File: config.mk
export PLATFORM = sky130hd
export DESIGN_NAME = packet_buffer_read_arbiter_flat
export DESIGN_NICKNAME = d
export VERILOG_FILES = /design/src/rtl/packet_buffer_read_arbiter_pkg.sv /design/src/rtl/packet_buffer_read_arbiter_if.sv /design/src/rtl/packet_buffer_read_arbiter_rr_pick.sv /design/src/rtl/packet_buffer_read_arbiter.sv /design/src/flat_wrapper.sv
export SDC_FILE = /design/constraint.sdc
export NUM_CORES = 1
export LEC_CHECK = 0
export BUFFER_PORTS_ARGS = -buffer_cell sky130_fd_sc_hd__buf_4
export CORE_MARGIN = 4
export CORE_UTILIZATION = 30
export DETAILED_ROUTE_END_ITERATION = 6
export PLACE_DENSITY = 0.6
export SLEW_MARGIN = 20
export SYNTH_ARGS = -nofsm -noshare
export SYNTH_HDL_FRONTEND = slang
export SYNTH_SLANG_ARGS = --single-unit
File: constraint.sdc
create_clock -name clk -period 1.96 [get_ports clk]
set_input_delay 0.392 -clock clk [delete_from_list [all_inputs] [get_ports clk]]
set_output_delay 0.392 -clock clk [all_outputs]
set_load 0.01 [all_outputs]
File: src/rtl/packet_buffer_read_arbiter_pkg.sv
// rtl/packet_buffer_read_arbiter_pkg.sv - shared constants and helpers for the packet buffer read arbiter
package packet_buffer_read_arbiter_pkg;

    localparam int BYTE_LEN           = 8;
    localparam int PACKET_BUFFER_SIZE = 2048;

    // Width of a counter that must hold values 0..max_val inclusive.
    function automatic int cnt_w(input int max_val);
        return (max_val < 2) ? 1 : $clog2(max_val + 1);
    endfunction

endpackage

File: src/rtl/packet_buffer_read_arbiter_if.sv
// rtl/packet_buffer_read_arbiter_if.sv - requester and RAM-driver signal bundle for the read arbiter
interface packet_buffer_read_arbiter_if #(
    parameter int N_REQ  = 2,
    parameter int ADDR_W = 11
);
    import packet_buffer_read_arbiter_pkg::*;

    logic [N_REQ-1:0]        req;
    logic [N_REQ-1:0]        lock;
    logic [N_REQ*ADDR_W-1:0] addr;
    logic [N_REQ-1:0]        ready;
    logic [BYTE_LEN-1:0]     read_out;
    logic [N_REQ-1:0]        grant;
    logic                    timeout_err;

    logic                    ram_read_req;
    logic [ADDR_W-1:0]       ram_read_addr;
    logic                    ram_read_ready;
    logic [BYTE_LEN-1:0]     ram_read_out;

    modport master (
        input  req, lock, addr, ram_read_ready, ram_read_out,
        output ready, read_out, grant, timeout_err, ram_read_req, ram_read_addr
    );

    modport slave (
        output req, lock, addr, ram_read_ready, ram_read_out,
        input  ready, read_out, grant, timeout_err, ram_read_req, ram_read_addr
    );

endinterface

File: src/rtl/packet_buffer_read_arbiter_rr_pick.sv
// rtl/packet_buffer_read_arbiter_rr_pick.sv - combinational round-robin picker starting after the last winner
module packet_buffer_read_arbiter_rr_pick #(
    parameter int N     = 2,
    parameter int IDX_W = 1
) (
    input  logic [N-1:0]     i_req,
    input  logic [IDX_W-1:0] i_last,
    output logic [N-1:0]     o_onehot,
    output logic [IDX_W-1:0] o_idx,
    output logic             o_valid
);

    // Each requester's distance from last+1 (mod N); the nearest requesting one wins.
    always_comb begin
        int best_d;
        int d;
        best_d  = N;
        d       = 0;
        o_idx   = '0;
        o_valid = |i_req;
        for (int i = 0; i < N; i++) begin
            if (i_req[i]) begin
                d = i - int'(i_last) - 1;
                if (d < 0) begin
                    d = d + N;
                end
                if (d < best_d) begin
                    best_d = d;
                    o_idx  = IDX_W'(i);
                end
            end
        end
    end

    always_comb begin
        o_onehot = '0;
        for (int i = 0; i < N; i++) begin
            o_onehot[i] = o_valid && (o_idx == IDX_W'(i));
        end
    end

endmodule

File: src/rtl/packet_buffer_read_arbiter.sv
// rtl/packet_buffer_read_arbiter.sv - round-robin sharing of the packet buffer read port with burst lock and watchdog
module packet_buffer_read_arbiter
    import packet_buffer_read_arbiter_pkg::*;
#(
    parameter int N_REQ     = 2,
    parameter int RAM_SIZE  = PACKET_BUFFER_SIZE,
    parameter int MAX_BURST = 16,
    parameter int TIMEOUT   = 255
) (
    input  logic                         clk,
    input  logic                         reset_n,
    packet_buffer_read_arbiter_if.master bus
);

    localparam int ADDR_W  = $clog2(RAM_SIZE);
    localparam int IDX_W   = $clog2(N_REQ);
    localparam int BURST_W = cnt_w(MAX_BURST);
    localparam int TO_W    = cnt_w(TIMEOUT);

    typedef enum logic [1:0] {
        ST_IDLE = 2'd0,
        ST_WAIT = 2'd1,
        ST_HOLD = 2'd2
    } state_t;

    state_t             r_state;
    logic [N_REQ-1:0]   r_grant;
    logic [IDX_W-1:0]   r_gidx;
    logic [IDX_W-1:0]   r_last;
    logic               r_ram_req;
    logic [ADDR_W-1:0]  r_ram_addr;
    logic [BURST_W-1:0] r_burst;
    logic [TO_W-1:0]    r_tcnt;
    logic               r_timeout_err;

    state_t             w_state;
    logic [N_REQ-1:0]   w_grant;
    logic [IDX_W-1:0]   w_gidx;
    logic [IDX_W-1:0]   w_last;
    logic               w_ram_req;
    logic [ADDR_W-1:0]  w_ram_addr;
    logic [BURST_W-1:0] w_burst;
    logic [TO_W-1:0]    w_tcnt;
    logic               w_timeout_err;

    logic [N_REQ-1:0]   w_pick_onehot;
    logic [IDX_W-1:0]   w_pick_idx;
    logic               w_pick_valid;
    logic [ADDR_W-1:0]  w_addr [N_REQ];
    logic               w_req_g;
    logic               w_lock_g;

    for (genvar gi = 0; gi < N_REQ; gi++) begin : g_addr
        assign w_addr[gi] = bus.addr[gi*ADDR_W +: ADDR_W];
    end

    assign w_req_g  = bus.req[r_gidx];
    assign w_lock_g = bus.lock[r_gidx];

    packet_buffer_read_arbiter_rr_pick #(
        .N     (N_REQ),
        .IDX_W (IDX_W)
    ) u_rr_pick (
        .i_req    (bus.req),
        .i_last   (r_last),
        .o_onehot (w_pick_onehot),
        .o_idx    (w_pick_idx),
        .o_valid  (w_pick_valid)
    );

    always_ff @(posedge clk or negedge reset_n) begin
        if (!reset_n) begin
            r_state       <= ST_IDLE;
            r_grant       <= '0;
            r_gidx        <= '0;
            r_last        <= IDX_W'(N_REQ - 1);
            r_ram_req     <= 1'b0;
            r_ram_addr    <= '0;
            r_burst       <= '0;
            r_tcnt        <= '0;
            r_timeout_err <= 1'b0;
        end else begin
            r_state       <= w_state;
            r_grant       <= w_grant;
            r_gidx        <= w_gidx;
            r_last        <= w_last;
            r_ram_req     <= w_ram_req;
            r_ram_addr    <= w_ram_addr;
            r_burst       <= w_burst;
            r_tcnt        <= w_tcnt;
            r_timeout_err <= w_timeout_err;
        end
    end

    always_comb begin
        w_state       = r_state;
        w_grant       = r_grant;
        w_gidx        = r_gidx;
        w_last        = r_last;
        w_ram_req     = r_ram_req;
        w_ram_addr    = r_ram_addr;
        w_burst       = r_burst;
        w_tcnt        = r_tcnt;
        w_timeout_err = 1'b0;

        case (r_state)
            ST_IDLE: begin
                if (w_pick_valid) begin
                    w_grant    = w_pick_onehot;
                    w_gidx     = w_pick_idx;
                    w_ram_addr = w_addr[w_pick_idx];
                    w_ram_req  = 1'b1;
                    w_burst    = '0;
                    w_tcnt     = '0;
                    w_state    = ST_WAIT;
                end
            end

            ST_WAIT: begin
                // A completion on the watchdog's final cycle still counts as success.
                if (bus.ram_read_ready) begin
                    w_ram_req = 1'b0;
                    if (w_lock_g && (r_burst < BURST_W'(MAX_BURST - 1))) begin
                        w_burst = r_burst + BURST_W'(1);
                        w_state = ST_HOLD;
                    end else begin
                        w_last  = r_gidx;
                        w_grant = '0;
                        w_state = ST_IDLE;
                    end
                end else if (r_tcnt == TO_W'(TIMEOUT - 1)) begin
                    w_timeout_err = 1'b1;
                    w_ram_req     = 1'b0;
                    w_last        = r_gidx;
                    w_grant       = '0;
                    w_state       = ST_IDLE;
                end else begin
                    w_tcnt = r_tcnt + TO_W'(1);
                end
            end

            ST_HOLD: begin
                if (w_req_g) begin
                    w_ram_addr = w_addr[r_gidx];
                    w_ram_req  = 1'b1;
                    w_tcnt     = '0;
                    w_state    = ST_WAIT;
                end else if (!w_lock_g) begin
                    w_last  = r_gidx;
                    w_grant = '0;
                    w_state = ST_IDLE;
                end
            end

            default: begin
                w_grant   = '0;
                w_ram_req = 1'b0;
                w_state   = ST_IDLE;
            end
        endcase
    end

    // Late data after an abort finds the port in IDLE with no owner, so it is dropped.
    assign bus.ready         = (r_state == ST_WAIT) ? (r_grant & {N_REQ{bus.ram_read_ready}}) : '0;
    assign bus.read_out      = bus.ram_read_out;
    assign bus.grant         = r_grant;
    assign bus.timeout_err   = r_timeout_err;
    assign bus.ram_read_req  = r_ram_req;
    assign bus.ram_read_addr = r_ram_addr;

endmodule

File: src/flat_wrapper.sv
// flat-port wrapper written by rule: the top's interface ports become plain ports
module packet_buffer_read_arbiter_flat import packet_buffer_read_arbiter_pkg::*;
#(
    parameter int N_REQ     = 2,
    parameter int RAM_SIZE  = PACKET_BUFFER_SIZE,
    parameter int MAX_BURST = 16,
    parameter int TIMEOUT   = 255
)
  (clk, reset_n, bus_req, bus_lock, bus_addr, bus_ram_read_ready, bus_ram_read_out, bus_ready, bus_read_out, bus_grant, bus_timeout_err, bus_ram_read_req, bus_ram_read_addr);
  packet_buffer_read_arbiter_if #(.N_REQ(N_REQ), .ADDR_W(($clog2(RAM_SIZE)))) bus_i ();
  input  logic clk;
  input  logic reset_n;
  input wire logic [$bits(bus_i.req)-1:0] bus_req;
  input wire logic [$bits(bus_i.lock)-1:0] bus_lock;
  input wire logic [$bits(bus_i.addr)-1:0] bus_addr;
  input wire logic [$bits(bus_i.ram_read_ready)-1:0] bus_ram_read_ready;
  input wire logic [$bits(bus_i.ram_read_out)-1:0] bus_ram_read_out;
  output wire logic [$bits(bus_i.ready)-1:0] bus_ready;
  output wire logic [$bits(bus_i.read_out)-1:0] bus_read_out;
  output wire logic [$bits(bus_i.grant)-1:0] bus_grant;
  output wire logic [$bits(bus_i.timeout_err)-1:0] bus_timeout_err;
  output wire logic [$bits(bus_i.ram_read_req)-1:0] bus_ram_read_req;
  output wire logic [$bits(bus_i.ram_read_addr)-1:0] bus_ram_read_addr;
  assign bus_i.req = bus_req;
  assign bus_i.lock = bus_lock;
  assign bus_i.addr = bus_addr;
  assign bus_i.ram_read_ready = bus_ram_read_ready;
  assign bus_i.ram_read_out = bus_ram_read_out;
  assign bus_ready = bus_i.ready;
  assign bus_read_out = bus_i.read_out;
  assign bus_grant = bus_i.grant;
  assign bus_timeout_err = bus_i.timeout_err;
  assign bus_ram_read_req = bus_i.ram_read_req;
  assign bus_ram_read_addr = bus_i.ram_read_addr;
  packet_buffer_read_arbiter #(.N_REQ(N_REQ), .RAM_SIZE(RAM_SIZE), .MAX_BURST(MAX_BURST), .TIMEOUT(TIMEOUT)) u_core (.clk(clk), .reset_n(reset_n), .bus(bus_i));
endmodule
==> flow_summary.ini, run 1 <==
[floorplan]
die_h_um = 87.52
ios = 62
die_w_um = 87.52
start_util_pct = 31.48
die_area_um2 = 7659
num_rows = 28
core_um2 = 6026

[clock_network]
cts_sinks = 32
numCtsBuffers = 5
cts.path.max_buffers = 2
clk_pin_slew_ps = 70
cts_root_buf = clkbuf_8
clk_latency_ps = 290
cts_tree = done
cts_setup_buffers = 0
cts_htree_levels = 2

[setup_path]
crit_slowest_cell = dfrtp_1
end_kind = output port
worstPathRequired_ps = 1570
crit_top_cell = buf_4
crit_end = bus_ready[1]
crit_type = register to output port
max_stage_delay_ps = 400
rr_endpoint = u_core.r_tcnt[4]
crit_start = u_core.r_state[1]
r2r_cells = 7
cp_max_fo = 6
worstReg2RegStart = u_core.r_state[0]
cp.arrival_ps = 1500
start_kind = register
reg2reg_setup_slack_ps = 110
path_cells = inv_1 > ha_2 > buf_4 > and3_1 > buf_4

[grt]
overflow = 0
track_usage_pct = 11.47
grt_pass1_vias = 1485
antenna_found_initial = 0
grt_pass1_wl_um = 6948
grt_max_degree = 33

[synth]
syn_nets = 243
syn_area_per_cell_um2 = 9.532
synth_edf_count = 0
synthArstFlopShare_pct = 100.0
seq_area_frac_synth_pct = 42.28
syn_inst = 199
synth_top_flop_cell = dfrtp_1
syn-cell-area_um2 = 1897
ys_warn_count = 0
ys_types = 42
ys_ff_latch = 32

[sta]
fin_skew_ps = 7.183
tns_ps = 0
worst_pin_slew_ps = 414.3
drv_slew = 0
min_period_ps = 1891
max_freq_mhz = 528.8
fin_crit_sh_pct = 96.49
slew_headroom_pct = 72.38
grt_setup_unrepaired = true
hold_viol = 0
setup_viol = 0

[placed_design]
hpwl_um = 3177
dpl.cell_count = 310
postPlaceCellArea_um2 = 2287
gp_congestion = 0.7898
portBuffers = 45

[drt]
routedWlPerCell_um = 13.07
drc = 0
vias = 1512
postRouteAntennaNets = 0
routed_wl_um = 4155
drt_iter0_drc = 58
vias_per_cell = 4.755
first_pass_iters = 4

[run]
max_cap_violations = 0

[cells_and_area]
stdcell_area_um2 = 2424
final_util_pct = 40.22
fillers = 596
mostFrequentLayoutCell = buf_4
nets = 286
fin_cells = 318
syn_to_final_growth_pct = 27.77
n_antenna_cell = 0
drive_above_1_share_pct = 29.22
layout_common_cells = 51 x buf_4, 31 x dfrtp_1, 28 x nand2_1, 18 x o21ai_0, 15 x mux2i_1

[power]
p_leak_nw = 1.168
power_density_nw_per_um2 = 1342
ir_drop_uv = 452.2

[min_path]
worst_hold_path_type = input pin to async pin

[outcome]
status = completed
-- logic make-up after synthesis --
group / share of synthesized area [%]
muxes: 8.509
DFF: 42.28
AOI/OAI and AO/OA: 15.50
and+or+nand+nor: 20.45
xor gates and xnor gates: 1.847
buffers and inverters: 6.794
adders and majority gates: 4.617
-- layout make-up --
class | count | area, µm² | area share [%]
clock inverter | 3 | 42.54 | 1.755
timing repair buffer | 52 | 402.9 | 16.62
clock buffer | 5 | 68.82 | 2.839
sequential | 32 | 802.0 | 33.09
inverter | 6 | 22.52 | 0.9293
tap | 75 | 93.84 | 3.872
multi-input combinational | 145 | 991.0 | 40.89
-- layer usage --
layer / share of wire [%] / up-vias / GRT usage [%]
li1: - / 777 / -
met1: 48 / 696 / 15.23
met2: 44 / 33 / 17.95
met3: 6.6 / 6 / 3.217
met4: 1.1 / 0 / 3.905
met5: 0 / - / 0
-- through the flow --
stage	hold slack (ps)	total power, mW	setup WS [ps]
2_1_floorplan	96.41	2.056	164.7
3_3_place_gp	357.5	2.589	126.6
3_5_place_dp	365.4	2.616	72.68
4_1_cts	53.54	3.254	38.57
5_1_grt	73.38	3.528	-23.46
6_report	42.44	3.251	68.83
-- critical path, delay by kind of cell, from the launching register on --
family / cells / cell delay [ps]
buffers and inverters: 3 / 410
DFF: 1 / 400
adders and majority gates: 1 / 260
and+or+nand+nor: 1 / 140
-- synthesized netlist by cell type (2+ instances only) --
library cell | instances | area share (%)
inv_1 | 6 | 1.2
and3_1 | 6 | 2.0
nand3b_1 | 2 | 0.79
or3_1 | 3 | 0.99
o2bb2ai_1 | 3 | 1.4
a21o_1 | 2 | 0.79
nor2_1 | 13 | 2.6
nor3b_1 | 2 | 0.79
nor3_1 | 2 | 0.53
a21oi_1 | 6 | 1.6
buf_2 | 4 | 1.1
clkbuf_1 | 2 | 0.40
o21ai_0 | 18 | 4.7
buf_4 | 9 | 3.6
dfrtp_1 | 31 | 41
a41oi_1 | 3 | 1.4
nand2_1 | 28 | 5.5
nand2b_1 | 5 | 1.6
xor2_1 | 4 | 1.8
ha_1 | 7 | 4.6
nand4_1 | 3 | 0.99
nand3_1 | 4 | 1.1
and2_1 | 3 | 0.99
mux2i_1 | 15 | 7.9
-- power by group --
part / internal (mW) / switching (mW)
registers: 0.888 / 0.169
logic: 0.748 / 0.822
clock network: 0.376 / 0.250
-- how the worst min path moves through the flow --
stage / cells past startpoint / from / endpoint
after detailed placement: 1 / reset_n / u_core.r_burst[1]
final: 1 / reset_n / u_core.r_tcnt[4]
after floorplan: 0 / reset_n / u_core.bus.grant[0]
after CTS: 1 / reset_n / u_core.bus.ram_read_addr[6]
after global routing: 1 / reset_n / u_core.bus.ram_read_addr[2]
after global placement: 1 / reset_n / u_core.r_burst[4]
-- sequential cells by signal (all words and copies together) (netlist names) --
register,cells
u_core.bus.grant,2
u_core.bus.ram_read_addr,11
u_core.bus.ram_read_req,1
u_core.bus.timeout_err,1
u_core.r_burst,5
u_core.r_gidx,1
u_core.r_last,1
u_core.r_state,2
u_core.r_tcnt,8
-- timing repair --
item	in CTS	in global routing
gates resized for setup	0	5
hold buffers	0	0
setup endpoints to repair	0	10
No activity file was read; power rests on OpenSTA's default activity.
==> run 2: changes to the inputs <==
--- a/config.mk
+++ b/config.mk
@@ -5,11 +5,12 @@
 export SDC_FILE = /design/constraint.sdc
 export NUM_CORES = 1
 export LEC_CHECK = 0
+export ABC_AREA = 1
 export BUFFER_PORTS_ARGS = -buffer_cell sky130_fd_sc_hd__buf_4
 export CORE_MARGIN = 4
 export CORE_UTILIZATION = 30
 export DETAILED_ROUTE_END_ITERATION = 6
-export PLACE_DENSITY = 0.6
+export PLACE_DENSITY = 0.59
 export SLEW_MARGIN = 20
 export SYNTH_ARGS = -nofsm -noshare
 export SYNTH_HDL_FRONTEND = slang
==> flow_summary.ini, run 2 <==
[clock_network]
cts_resized = 0
cts_setup_buffers = 0
numCtsBuffers = 5
cts.path.max_buffers = 2
cts_root_buf = clkbuf_8
cts_sinks = 32
clk_latency_ps = 290
cts_htree_levels = 2
hold_buffers = 0
clk_pin_slew_ps = 70
cts_tree = done

[drt]
vias_per_cell = 4.569
drc = 0
first_pass_iters = 6
drt_iter0_drc = 72
routedWlPerCell_um = 12.07
routed_wl_um = 5263
vias = 1992
postRouteAntennaNets = 0

[synth]
ys_ff_latch = 32
syn_inst = 299
syn_area_per_cell_um2 = 6.980
ys_types = 24
ys_warn_count = 0
synth_top_flop_cell = dfrtp_1
seq_area_frac_synth_pct = 38.43
synth_edf_count = 0
yosysTopAreaCell = dfrtp_1
synth.area.top_cells = dfrtp_1 37%, nand2_1 16%, o21ai_0 7.7%
synthArstFlopShare_pct = 100.0
synth_top_area_share_pct = 37.17
syn-cell-area_um2 = 2087
syn_nets = 343
synth_common_cells = 90 x nand2_1, 37 x nor2_1, 32 x o21ai_0, 31 x dfrtp_1, 23 x nand3_1
synth.most_common_cell = nand2_1

[cells_and_area]
syn_to_final_growth_pct = 24.04
n_antenna_cell = 0
layout_common_cells = 90 x nand2_1, 52 x buf_4, 37 x nor2_1, 32 x o21ai_0, 31 x dfrtp_1
fin_cells = 436
mostFrequentLayoutCell = nand2_1
fillers = 716
largest_register_ffs = 11
drive_above_1_share_pct = 20.88
stdcell_area_um2 = 2589
nets = 383

[min_path]
worst_hold_path_type = input pin to async pin

[sta]
fin_skew_ps = 9.795
tns_ps = 0
max_freq_mhz = 546.8
slew_headroom_pct = 71.23
grt_setup_unrepaired = false
hold_viol = 0
setup_viol = 0
drv_slew = 0
min_period_ps = 1829
worst_pin_slew_ps = 431.5
fin_crit_sh_pct = 93.31

[setup_path]
worstReg2RegStart = u_core.r_state[0]
path_cells = inv_1 > ha_2 > nand2_1 > nor2_1 > buf_4
crit_start = u_core.r_state[1]
start_kind = register
cp.arrival_ps = 1440
crit_slowest_cell = dfrtp_1
crit_type = register to output port
max_stage_delay_ps = 420
worstPathRequired_ps = 1570
critical_path_buf_inv_count = 2
cp_max_fo = 8
end_kind = output port
critPathTopFamily = flip-flops

[grt]
grt_max_degree = 33
antenna_found_initial = 0
grt_pass1_wl_um = 9342
overflow = 0
grt_pass1_vias = 2059
track_usage_pct = 13.63

[power]
fin_total_pwr_mw = 3.419
power_density_nw_per_um2 = 1321
ir_drop_uv = 558.0
p_leak_nw = 1.326

[floorplan]
num_rows = 30
start_util_pct = 30.72
die_h_um = 91.41
die_area_um2 = 8355
core_um2 = 6794
ios = 62
die_w_um = 91.41

[outcome]
status = completed

[run]
max_cap_violations = 0

[placed_design]
postPlaceCellArea_um2 = 2479
gp_congestion = 0.8273
dpl.cell_count = 428
portBuffers = 45
hpwl_um = 4009
## run 2: cell types whose count changed in the layout (fill, tap and decap cells not counted), moves of 5 or more
| cell | delta |
|---|---|
| and3_1 | -6 |
| inv_1 | +16 |
| mux2i_1 | -15 |
| nand2_1 | +62 |
| nand2b_1 | -5 |
| nand3_1 | +19 |
| nand4_1 | +5 |
| nor2_1 | +24 |
| o21ai_0 | +14 |
| o22ai_1 | +11 |
## run 2: through the flow
| step | setup WS, ps | hold WS (ps) | utilization (%) |
|---|---|---|---|
| after floorplan | 438.3 | 96.41 | - |
| after global placement | 271.2 | 361.7 | 36.48 |
| after detailed placement | 160.7 | 368.7 | 36.48 |
| after CTS | 24.85 | 53.24 | 38.07 |
| after global routing | 2.577 | 74.35 | 38.10 |
| final | 131.2 | 45.65 | 38.10 |
## run 2: area by class of cell
cell class | instances | area [µm²] | area share, %
clock buffers | 6 | 72.57 | 2.803
well taps | 96 | 120.1 | 4.640
multi-input cells | 223 | 1075 | 41.52
inverters | 25 | 93.84 | 3.625
clock inverters | 2 | 35.03 | 1.353
flip-flops and latches | 32 | 802.0 | 30.98
repair buffers | 52 | 390.4 | 15.08
## run 2: metal layers
metal / up-vias / share of wire [%] / GRT usage (%)
met4: 0 / 1.0 / 3.769
met3: 4 / 6.6 / 4.391
li1: 1040 / - / -
met5: - / 0 / 0
met1: 896 / 45 / 15.99
met2: 52 / 47 / 23.68
## run 2: cell families (layout without fill, tap and decap cells)
| logic type | count (synthesis) | count (layout) | synth area share [%] |
|---|---|---|---|
| AO/OA/AOI/OAI | 47 | 47 | 11.93 |
| XOR/XNOR | 4 | 4 | 1.678 |
| adder cells (fa/ha/maj) | 7 | 7 | 4.196 |
| buffers and inverters | 44 | 85 | 10.19 |
| flip-flops | 32 | 32 | 38.43 |
| AND/OR/NAND/NOR | 165 | 165 | 33.57 |
## run 2: path summary, 6_finish.rpt
check | end | slack (ps) | depth (start not counted)
worst max-delay path | bus_ready[0] | 130 | 5
worst min-delay path | u_core.r_gidx | 50 | 1
worst max register to register | u_core.r_burst[2] | 210 | 8
worst min register to register | u_core.r_last | 470 | 2
max in group asynchronous | u_core.r_last | 1580 | 1
min in group clk | u_core.bus.timeout_err | 290 | 2
## run 2: power by group
part	switching [mW]	leakage, nW	internal, mW
Combinational	1.06	0.859	0.686
Sequential	0.161	0.412	0.892
Clock	0.247	0.0552	0.377
Total	1.46	1.33	1.96
## run 2: worst reg2reg max path: stages (launching register included)
cell     delay (ps)
dfrtp_1         410
inv_1            90
ha_1            240
nand3_1         240
nand3_1         110
nor2_1          240
nor2_1          140
nand2_1          70
o21ai_0          70
==> run 3: changes to the inputs <==
--- a/config.mk
+++ b/config.mk
@@ -7,10 +7,12 @@
 export LEC_CHECK = 0
 export ABC_AREA = 1
 export BUFFER_PORTS_ARGS = -buffer_cell sky130_fd_sc_hd__buf_4
+export CAP_MARGIN = 20
 export CORE_MARGIN = 4
 export CORE_UTILIZATION = 30
 export DETAILED_ROUTE_END_ITERATION = 6
 export PLACE_DENSITY = 0.59
+export SETUP_SLACK_MARGIN = 0.3
 export SLEW_MARGIN = 20
 export SYNTH_ARGS = -nofsm -noshare
 export SYNTH_HDL_FRONTEND = slang
==> flow_summary.ini, run 3 (synthesized netlist as in run 2, its figures left out) <==
[power]
clkPwrFrac_pct = 17.1
power_density_nw_per_um2 = 1342
ir_drop_uv = 559.4
p_leak_nw = 1.372
p_comb_share_pct = 53.9
p_seq_share_pct = 29.0
p_switching_mw = 1.532
fin_total_pwr_mw = 3.631
p_int_mw = 2.099
switching_share_pct = 42.19

[floorplan]
start_util_pct = 30.72
die_w_um = 91.41
die_h_um = 91.41
die_area_um2 = 8355
num_rows = 30
core_um2 = 6794
ios = 62

[setup_path]
worstPathRequired_ps = 1570
path_cells = inv_2 > ha_4 > nand2_2 > nor2_1 > buf_4
cp.arrival_ps = 1220
max_stage_delay_ps = 400
crit_end = bus_ready[0]
start_kind = register
rr_endpoint = u_core.bus.ram_read_addr[0]
crit_start = u_core.r_state[1]
r2r_cells = 8
worstReg2RegStart = u_core.r_state[1]
crit_slowest_cell = dfrtp_1
crit_type = register to output port
cp_max_fo = 4
end_kind = output port
reg2reg_setup_slack_ps = 400

[min_path]
worst_hold_path_type = input pin to async pin

[grt]
grt_max_degree = 33
antenna_found_initial = 0
grt_pass1_vias = 2076
grt_pass1_wl_um = 9418
overflow = 0
track_usage_pct = 13.75

[sta]
min_period_ps = 1610
fin_skew_ps = 9.168
max_freq_mhz = 621.0
slew_headroom_pct = 71.43
hold_viol = 0
fin_crit_sh_pct = 82.15
drv_slew = 0
grt_setup_unrepaired = true
worst_pin_slew_ps = 428.6
setup_viol = 0
tns_ps = 0

[run]
max_cap_violations = 0

[placed_design]
hpwl_um = 4009
portBuffers = 45
gp_congestion = 0.8273

[drt]
drc = 0
routedWlPerCell_um = 12.12
first_pass_iters = 4
routed_wl_um = 5394
drt_iter0_drc = 70
vias_per_cell = 4.587
postRouteAntennaNets = 0
vias = 2041

[cells_and_area]
nets = 392
syn_to_final_growth_pct = 29.62
largest_register_ffs = 11
mostFrequentLayoutCell = nand2_1
layout_common_cells = 89 x nand2_1, 60 x buf_4, 34 x nor2_1, 32 x o21ai_0, 31 x dfrtp_1
drive_above_1_share_pct = 25.21
final_util_pct = 39.82
n_antenna_cell = 0
fillers = 702

[clock_network]
cts_root_buf = clkbuf_8
clk_pin_slew_ps = 70
cts_tree = done
cts_sinks = 32
clk_latency_ps = 290
cts_htree_levels = 2
cts.path.max_buffers = 2
numCtsBuffers = 5

[outcome]
status = completed
run 3: critical path, delay by kind of cell, from the launching register on:
family	cells	cell delay, ps
AND/OR/NAND/NOR	2	160
flip-flops	1	400
adder cells (fa/ha/maj)	1	160
buffers and inverters	2	210
run 3: layout make-up:
class | instances | area [µm²] | area share, %
clock inverter | 2 | 35.03 | 1.295
sequential | 32 | 802.0 | 29.65
tap | 96 | 120.1 | 4.440
inverter | 25 | 96.34 | 3.562
clock buffer | 6 | 72.57 | 2.683
multi-input combinational | 223 | 1117 | 41.30
timing repair buffer | 61 | 461.7 | 17.07
run 3: routing by layer:
metal	part of all wire, %	vias to the layer above	global-route usage [%]	routed length [µm]
li1	-	1056	-	-
met1	44	939	16.15	2386
met2	49	41	23.92	2639
met3	5.7	5	4.391	310
met4	1.1	0	3.769	58
met5	0	-	0	0
run 3: through the flow:
stage	area [µm²]	std cells	worst slack [ps]	hold WS, ps
2_1_floorplan	2087	299	438.3	96.41
3_3_place_gp	2479	428	271.2	361.7
3_5_place_dp	2479	428	160.7	368.7
4_1_cts	2621	438	302.2	53.24
5_1_grt	2705	445	266.5	74.31
6_report	2705	445	349.8	45.81
run 3: repair_timing:
action / CTS / global route
endpoints found under the setup margin: 30 / 29
gates resized for setup: 5 / 9
pin swaps: 0 / 3
setup buffers: 2 / 7
hold buffers: 0 / 0
run 3: power groups by stage:
stage,Sequential [mW],Clock [mW],Combinational [mW]
final,1.05,0.622,1.96
after global routing,1.08,0.679,2.24
after CTS,1.05,0.646,1.83
after detailed placement,1.06,0,1.77
after global placement,1.06,0,1.73
after floorplan,1.11,0,1.11
run 3: worst min path at each step:
stage	to	depth (start not counted)	slack, ps	start
5_1_grt	u_core.r_state[0]	1	70	reset_n
3_5_place_dp	u_core.r_tcnt[3]	1	370	reset_n
3_3_place_gp	u_core.r_tcnt[4]	1	360	reset_n
6_report	u_core.bus.timeout_err	1	50	reset_n
2_1_floorplan	u_core.bus.grant[0]	0	100	reset_n
4_1_cts	u_core.r_state[0]	1	50	reset_n
